==> config.mk <==
export PLATFORM = sky130hd
export DESIGN_NAME = host_step_clk
export DESIGN_NICKNAME = d
export VERILOG_FILES = /design/src/rtl/host_step_clk.sv
export SDC_FILE = /design/constraint.sdc
export NUM_CORES = 1
export LEC_CHECK = 0
export ABC_AREA = 1
export CAP_MARGIN = 20
export CORE_ASPECT_RATIO = 1.4
export CORE_MARGIN = 4
export CORE_UTILIZATION = 59
export CTS_CLUSTER_SIZE = 10
export DETAILED_ROUTE_END_ITERATION = 12
export GPL_TIMING_DRIVEN = 0
export PLACE_DENSITY = 0.79
export SYNTH_ARGS = -nofsm -noshare
export SYNTH_HDL_FRONTEND = slang
export SYNTH_SLANG_ARGS = --single-unit
==> constraint.sdc <==
create_clock -name clk_100MHz -period 1.7 [get_ports clk_100MHz]
set_input_delay 0.255 -clock clk_100MHz [delete_from_list [all_inputs] [get_ports clk_100MHz]]
set_output_delay 0.255 -clock clk_100MHz [all_outputs]
set_load 0.05 [all_outputs]
==> src/rtl/host_step_clk.sv <==
// -----------------------------------------------------------------------------
// host_step_clk
//   Single-step host clock generator. Converts a raw, bouncing push-button into
//   exactly one clean clk_host pulse per press so the host system can be
//   advanced one clock at a time. Also counts the pulses issued since reset.
//
//   Optional feature macro: HOST_STEP_AUTO_EN
//     When defined, an auto_run input is added. While auto_run is high the
//     generator free-runs with period 2*PULSE_HIGH_CYCLES.
//
// Ports
//   clk_100MHz  in   1       sole clock, rising edge
//   rst         in   1       synchronous, active-high reset
//   btn_step    in   1       raw asynchronous step button (1 = pressed)
//   auto_run    in   1       free-run request (only with HOST_STEP_AUTO_EN)
//   clk_host    out  1       registered step clock
//   busy        out  1       high while a pulse (high + low phase) is in progress
//   step_count  out  STEP_W  pulses issued since reset, wraps silently
// -----------------------------------------------------------------------------
module host_step_clk #(
  parameter int DEBOUNCE_CYCLES   = 1_000_000,
  parameter int PULSE_HIGH_CYCLES = 50_000,
  parameter int STEP_W            = 16
) (
  input  logic              clk_100MHz,
  input  logic              rst,
  input  logic              btn_step,
`ifdef HOST_STEP_AUTO_EN
  input  logic              auto_run,
`endif
  output logic              clk_host,
  output logic              busy,
  output logic [STEP_W-1:0] step_count
);

  localparam int DB_W = $clog2(DEBOUNCE_CYCLES + 1);
  localparam int PH_W = $clog2(PULSE_HIGH_CYCLES + 1);
  localparam logic [DB_W-1:0] DB_MAX = DB_W'(DEBOUNCE_CYCLES - 1);
  localparam logic [PH_W-1:0] PH_MAX = PH_W'(PULSE_HIGH_CYCLES - 1);

  typedef enum logic [1:0] {
    IDLE     = 2'd0,
    HIGH     = 2'd1,
    LOW      = 2'd2,
    WAIT_REL = 2'd3
  } state_t;

  logic              sync1_q, sync1_d;
  logic              sync2_q, sync2_d;
  logic [DB_W-1:0]   db_cnt_q, db_cnt_d;
  logic              db_level_q, db_level_d;
  logic              db_prev_q, db_prev_d;
  state_t            state_q, state_d;
  logic [PH_W-1:0]   ph_cnt_q, ph_cnt_d;
  logic [STEP_W-1:0] step_q, step_d;
  logic              clk_host_q, clk_host_d;
  logic              busy_q, busy_d;

  logic              btn_s;
  logic              db_rise;
  logic              auto_go;

`ifdef HOST_STEP_AUTO_EN
  assign auto_go = auto_run;
`else
  assign auto_go = 1'b0;
`endif

  // Two-flop synchronizer: plain register chain, nothing in between.
  assign sync1_d = btn_step;
  assign sync2_d = sync1_q;
  assign btn_s   = sync2_q;

  // Debounce: the accepted level only flips after DEBOUNCE_CYCLES consecutive
  // samples that disagree with it; any agreeing sample restarts the count.
  always_comb begin
    db_cnt_d   = '0;
    db_level_d = db_level_q;
    if (btn_s != db_level_q) begin
      if (db_cnt_q == DB_MAX) begin
        db_level_d = btn_s;
        db_cnt_d   = '0;
      end else begin
        db_cnt_d = db_cnt_q + 1'b1;
      end
    end
  end

  // db_prev resets to 1 together with db_level, so no false rise after reset.
  assign db_prev_d = db_level_q;
  assign db_rise   = db_level_q & ~db_prev_q;

  // Step FSM: one pulse per debounced press; the button must be seen released
  // (WAIT_REL) before another press is honoured.
  always_comb begin
    state_d  = state_q;
    ph_cnt_d = ph_cnt_q;
    step_d   = step_q;
    unique case (state_q)
      IDLE: begin
        if (db_rise || auto_go) begin
          state_d  = HIGH;
          ph_cnt_d = '0;
          step_d   = step_q + 1'b1;
        end
      end
      HIGH: begin
        if (ph_cnt_q == PH_MAX) begin
          state_d  = LOW;
          ph_cnt_d = '0;
        end else begin
          ph_cnt_d = ph_cnt_q + 1'b1;
        end
      end
      LOW: begin
        if (ph_cnt_q == PH_MAX) begin
          ph_cnt_d = '0;
          // Free-running: pass through IDLE in the same cycle and start the
          // next high phase directly, keeping the period at exactly
          // 2*PULSE_HIGH_CYCLES.
          if (auto_go) begin
            state_d = HIGH;
            step_d  = step_q + 1'b1;
          end else begin
            state_d = WAIT_REL;
          end
        end else begin
          ph_cnt_d = ph_cnt_q + 1'b1;
        end
      end
      WAIT_REL: begin
        if (!db_level_q) begin
          state_d = IDLE;
        end
      end
      default: begin
        state_d = WAIT_REL;
      end
    endcase
  end

  // Outputs are registered copies of the next state, so clk_host is glitch-free.
  always_comb begin
    clk_host_d = (state_d == HIGH);
    busy_d     = (state_d == HIGH) || (state_d == LOW);
  end

  always_ff @(posedge clk_100MHz) begin
    if (rst) begin
      sync1_q    <= 1'b0;
      sync2_q    <= 1'b0;
      db_cnt_q   <= '0;
      db_level_q <= 1'b1;
      db_prev_q  <= 1'b1;
      state_q    <= WAIT_REL;
      ph_cnt_q   <= '0;
      step_q     <= '0;
      clk_host_q <= 1'b0;
      busy_q     <= 1'b0;
    end else begin
      sync1_q    <= sync1_d;
      sync2_q    <= sync2_d;
      db_cnt_q   <= db_cnt_d;
      db_level_q <= db_level_d;
      db_prev_q  <= db_prev_d;
      state_q    <= state_d;
      ph_cnt_q   <= ph_cnt_d;
      step_q     <= step_d;
      clk_host_q <= clk_host_d;
      busy_q     <= busy_d;
    end
  end

  assign clk_host   = clk_host_q;
  assign busy       = busy_q;
  assign step_count = step_q;

endmodule

==> tab_implementation.tex <==
\begin{tabular}{lr}
\hline
Metric & Value \\
\hline
\multicolumn{2}{l}{\textbf{STA}} \\
\quad Maximum clock frequency & 615 MHz \\
\quad Final clock period utilization by the worst path & 0.957 \\
\quad Layout Skew & slightly below 0.01 ns \\
\quad Number of failing setup endpoints in the final timing report & 0 \\
\quad Fin. Hold Viols & 0 \\
\quad Slew margin rel. & 0.619 \\
\quad Tightest Pin Transition & 0.571 ns \\
\quad Post-layout min period & between 1.5 and 2 ns \\
\quad Max-slew violation count & 0 \\
\quad Worst Setup Slack, final & 0.0734 ns \\
\multicolumn{2}{l}{\textbf{Synthesis}} \\
\quad Synth Warn \# & 0 \\
\quad Register area share after synthesis & 0.365 \\
\quad Synthesized flop and latch total & 60 \\
\quad Number of cells produced by synthesis & 489 \\
\quad Async SR Flop Fraction & 0 \\
\quad Number of unique standard cell types used by synthesis & 33 \\
\quad Primary flip-flop cell chosen by synthesis mapping & sky130\_fd\_sc\_hd\_\_dfxtp\_1 \\
\quad Average cell area after synthesis & a little under 7 sq um \\
\quad Post-Syn Nets & 501 \\
\quad Number of enable flip-flop cells after synthesis & 0 \\
\quad Post-synthesis instance area & between 0.003 and 0.004 sq mm \\
\multicolumn{2}{l}{\textbf{Global routing}} \\
\quad Grt total ovfl & 0 \\
\quad Grt peak-use layer & met2 \\
\quad M1 GR Usage & 0.268 \\
\quad Met3 track demand over resource & 0.0721 \\
\quad Vias in the first global route & 3,111 \\
\quad Pin count of the biggest net entering global routing & 11 \\
\quad Met2 global-route usage & 0.416 \\
\quad Initial antenna violation count & 0 \\
\quad Wire length of the first global-routing pass & 13.2 mm \\
\quad GR Util All Layers & 0.241 \\
\multicolumn{2}{l}{\textbf{Critical path}} \\
\quad Crit path required time & 1.97 ns \\
\quad Crit. End Element & flop \\
\quad CP max-delay cell & sky130\_fd\_sc\_hd\_\_dfxtp\_2 \\
\quad Kind of start point of the critical path & flop \\
\quad Worst path top cell family by delay & adder cells \\
\quad CP Buf/Inv Count & 1 \\
\quad Worst-path maximum fanout & 4 \\
\quad Stage delay of the slowest cell on the critical path & 0.36 ns \\
\quad Cells along the critical path & inv\_2, ha\_2, a21oi\_2, nor2\_1, o21ai\_1, nand2\_1, a21oi\_2, ha\_1, nor2\_1 \\
\quad Critical path class & reg2reg \\
\quad Data arrival time of the worst path & $\sim$1.9 ns \\
\multicolumn{2}{l}{\textbf{Route}} \\
\quad Total detailed-routing wirelength & roughly 7.8 mm \\
\quad Post-detailed-route via-to-cell ratio & 5.39 \\
\quad Pre-antenna DRT Iters & 4 \\
\quad Vias post-DR & approximately 3,200 \\
\quad Remaining DRCs & 0 \\
\quad WL/cell & 13.0 um \\
\quad Initial drt markers & 179 \\
\quad Routed Antenna Nets & 0 \\
\multicolumn{2}{l}{\textbf{Pwr}} \\
\quad Leakage power & $\sim$1.5 nW \\
\quad Total Power & approximately 0.003 W \\
\quad Pwr dens & 753 mW/mm\^{}2 \\
\quad Worst VDD drop & between 0.6 and 0.7 mV \\
\multicolumn{2}{l}{\textbf{Cells and area}} \\
\quad Leading cell type in the layout, fill and taps excluded & sky130\_fd\_sc\_hd\_\_nand2\_1 \\
\quad Share of layout cells above drive strength 1 & 0.147 \\
\quad Filler Cell Count & $\sim$430 \\
\quad Net count reported at finish & 538 \\
\quad Commonest non-fill, non-tap cells in the layout & sky130\_fd\_sc\_hd\_\_nand2\_1, sky130\_fd\_sc\_hd\_\_nor2\_1, sky130\_fd\_sc\_hd\_\_inv\_1 \\
\quad Growth of design area from synthesis to finish & 18.5\% \\
\quad Sequential cell area in the final layout & approximately 0.0012 sq mm \\
\quad Number of antenna repair diodes & 0 \\
\quad Final core utilization & 0.739 \\
\quad Multi-input combinational cell area & around 0.0019 sq mm \\
\multicolumn{2}{l}{\textbf{Hold path}} \\
\quad Classification of the worst-slack hold path & reg2reg \\
\multicolumn{2}{l}{\textbf{Floorplanning}} \\
\quad Vertical extent of the die & 96.4 um \\
\quad X dimension of the die & $\sim$71 um \\
\quad Core Area & about 0.0053 sq mm \\
\quad Starting density of the core & 0.624 \\
\quad Std-Cell Rows & 31 \\
\quad DIE AREA & a little under 0.007 sq mm \\
\quad Number of ports placed on the die boundary & 21 \\
\multicolumn{2}{l}{\textbf{Status}} \\
\quad Run status & finished, final reports clean \\
\multicolumn{2}{l}{\textbf{Place}} \\
\quad Last weighted congestion value of the routability-driven placer & 0.909 \\
\quad Pre-CTS setup slack & -0.148 ns \\
\quad DP Wirelength & between 5 and 6 mm \\
\quad Port-buffer cells & 20 \\
\multicolumn{2}{l}{\textbf{Clock tree}} \\
\quad Clock Pin Slew Worst Setup and Hold Paths & around 0.07 ns \\
\quad Number of buffers created by CTS & 9 \\
\quad \# hold bufs at CTS & 0 \\
\quad Buffer depth of the longest clock path & 2 \\
\quad Clk Latency, worst-skew pair & 0.35 ns \\
\quad Cell at the root of the clock tree & sky130\_fd\_sc\_hd\_\_clkbuf\_8 \\
\quad CTS tree & yes \\
\quad Number of sinks handled by clock tree synthesis & 60 \\
\quad H-tree levels & 3 \\
\multicolumn{2}{l}{\textbf{Flow run}} \\
\quad Max-Cap Viols & 0 \\
\hline
\end{tabular}
[per-layer routing]
| metal | vias to the layer above | routed length, um | share of wire |
|---|---|---|---|
| met5 | - | 0 | 0 |
| met4 | 0 | 221 | 0.028 |
| met3 | 27 | 357 | 0.046 |
| met2 | 102 | 3800 | 0.49 |
| met1 | 1452 | 3380 | 0.44 |
| li1 | 1635 | - | - |
[layout make-up]
class / instances / area share
tap: 66 / 0.0212
clock buffer: 11 / 0.0363
timing repair buffer: 26 / 0.0571
multi-input combinational: 357 / 0.478
clock inverter: 5 / 0.0193
sequential: 60 / 0.310
buffer: 6 / 0.0125
inverter: 66 / 0.0648
[cell families (layout without fill, tap and decap cells)]
kind of cell,count (synthesis),in the layout,synth area share
flops,60,60,0.365
simple gates,291,291,0.405
xor+xnor,11,11,0.0293
compound gates,46,46,0.0768
buf+inv,72,114,0.0901
fa+ha+maj,9,9,0.0342
[tightest hold or removal path: stages (launching register included)]
cell and delay [ns]:
sky130_fd_sc_hd__dfxtp_1 0.30, sky130_fd_sc_hd__inv_1 0.04, sky130_fd_sc_hd__nor2_1 0.03
[metrics by stage]
step	instance area (sq um)	TNS, ns	hold slack (ns)	instances
2_1_floorplan	3290	0	0.324	489
3_3_place_gp	3570	-1.53	0.399	575
3_5_place_dp	3570	-1.74	0.402	575
4_1_cts	3790	0	0.414	591
5_1_grt	3900	-0.0243	0.449	597
6_report	3900	0	0.412	597
[Yosys cell counts (2+ instances only)]
library cell | count | area, sq um
sky130_fd_sc_hd__a21oi_1 | 25 | 125
sky130_fd_sc_hd__a21oi_2 | 2 | 17.5
sky130_fd_sc_hd__buf_2 | 2 | 10.0
sky130_fd_sc_hd__clkbuf_1 | 2 | 7.51
sky130_fd_sc_hd__dfxtp_1 | 60 | 1200
sky130_fd_sc_hd__ha_1 | 9 | 113
sky130_fd_sc_hd__inv_1 | 63 | 236
sky130_fd_sc_hd__inv_2 | 3 | 11.3
sky130_fd_sc_hd__nand2_1 | 114 | 428
sky130_fd_sc_hd__nand2_2 | 4 | 25.0
sky130_fd_sc_hd__nand2_4 | 3 | 33.8
sky130_fd_sc_hd__nand3_1 | 35 | 175
sky130_fd_sc_hd__nand3_2 | 3 | 30.0
sky130_fd_sc_hd__nand4_1 | 21 | 131
sky130_fd_sc_hd__nor2_1 | 81 | 304
sky130_fd_sc_hd__nor2_2 | 11 | 68.8
sky130_fd_sc_hd__nor2_4 | 4 | 45.0
sky130_fd_sc_hd__nor3_1 | 12 | 60.1
sky130_fd_sc_hd__o21a_1 | 2 | 15.0
sky130_fd_sc_hd__o21ai_0 | 11 | 55.1
sky130_fd_sc_hd__xnor2_1 | 3 | 26.3
sky130_fd_sc_hd__xor2_1 | 8 | 70.1
[worst paths after layout]
check        startpoint  endpoint  slack, ns  depth (start not counted)
max          state_q[1]      busy       0.07                          9
min             sync1_q     btn_s       0.41                          2
max reg2reg  state_q[1]      busy       0.07                          9
min reg2reg     sync1_q     btn_s       0.41                          2
[flip-flops by register name, indices dropped and copies added, names as in the netlist]
signal      flops
db_cnt_q       20
ph_cnt_q       16
step_count     16
state_q         2
btn_s           1
busy            1
clk_host        1
db_level_q      1
db_prev_q       1
sync1_q         1
[report_power, final]
part | switching (W) | total, W | internal, W | leakage [nW]
Clock | 0.000576 | 0.00143 | 0.000858 | 0.113
Sequential | 0.0000103 | 0.00142 | 0.00141 | 0.485
Combinational | 0.0000482 | 0.0000763 | 0.0000281 | 0.908
Total | 0.000634 | 0.00293 | 0.00230 | 1.51
[what timing repair did]
action | in CTS | in global routing
endpoints found under the setup margin | 37 | 22
gates resized for setup | 24 | 23
setup buffers | 0 | 6
pin swaps | 1 | 4
Power figures use the tool's default switching activity.
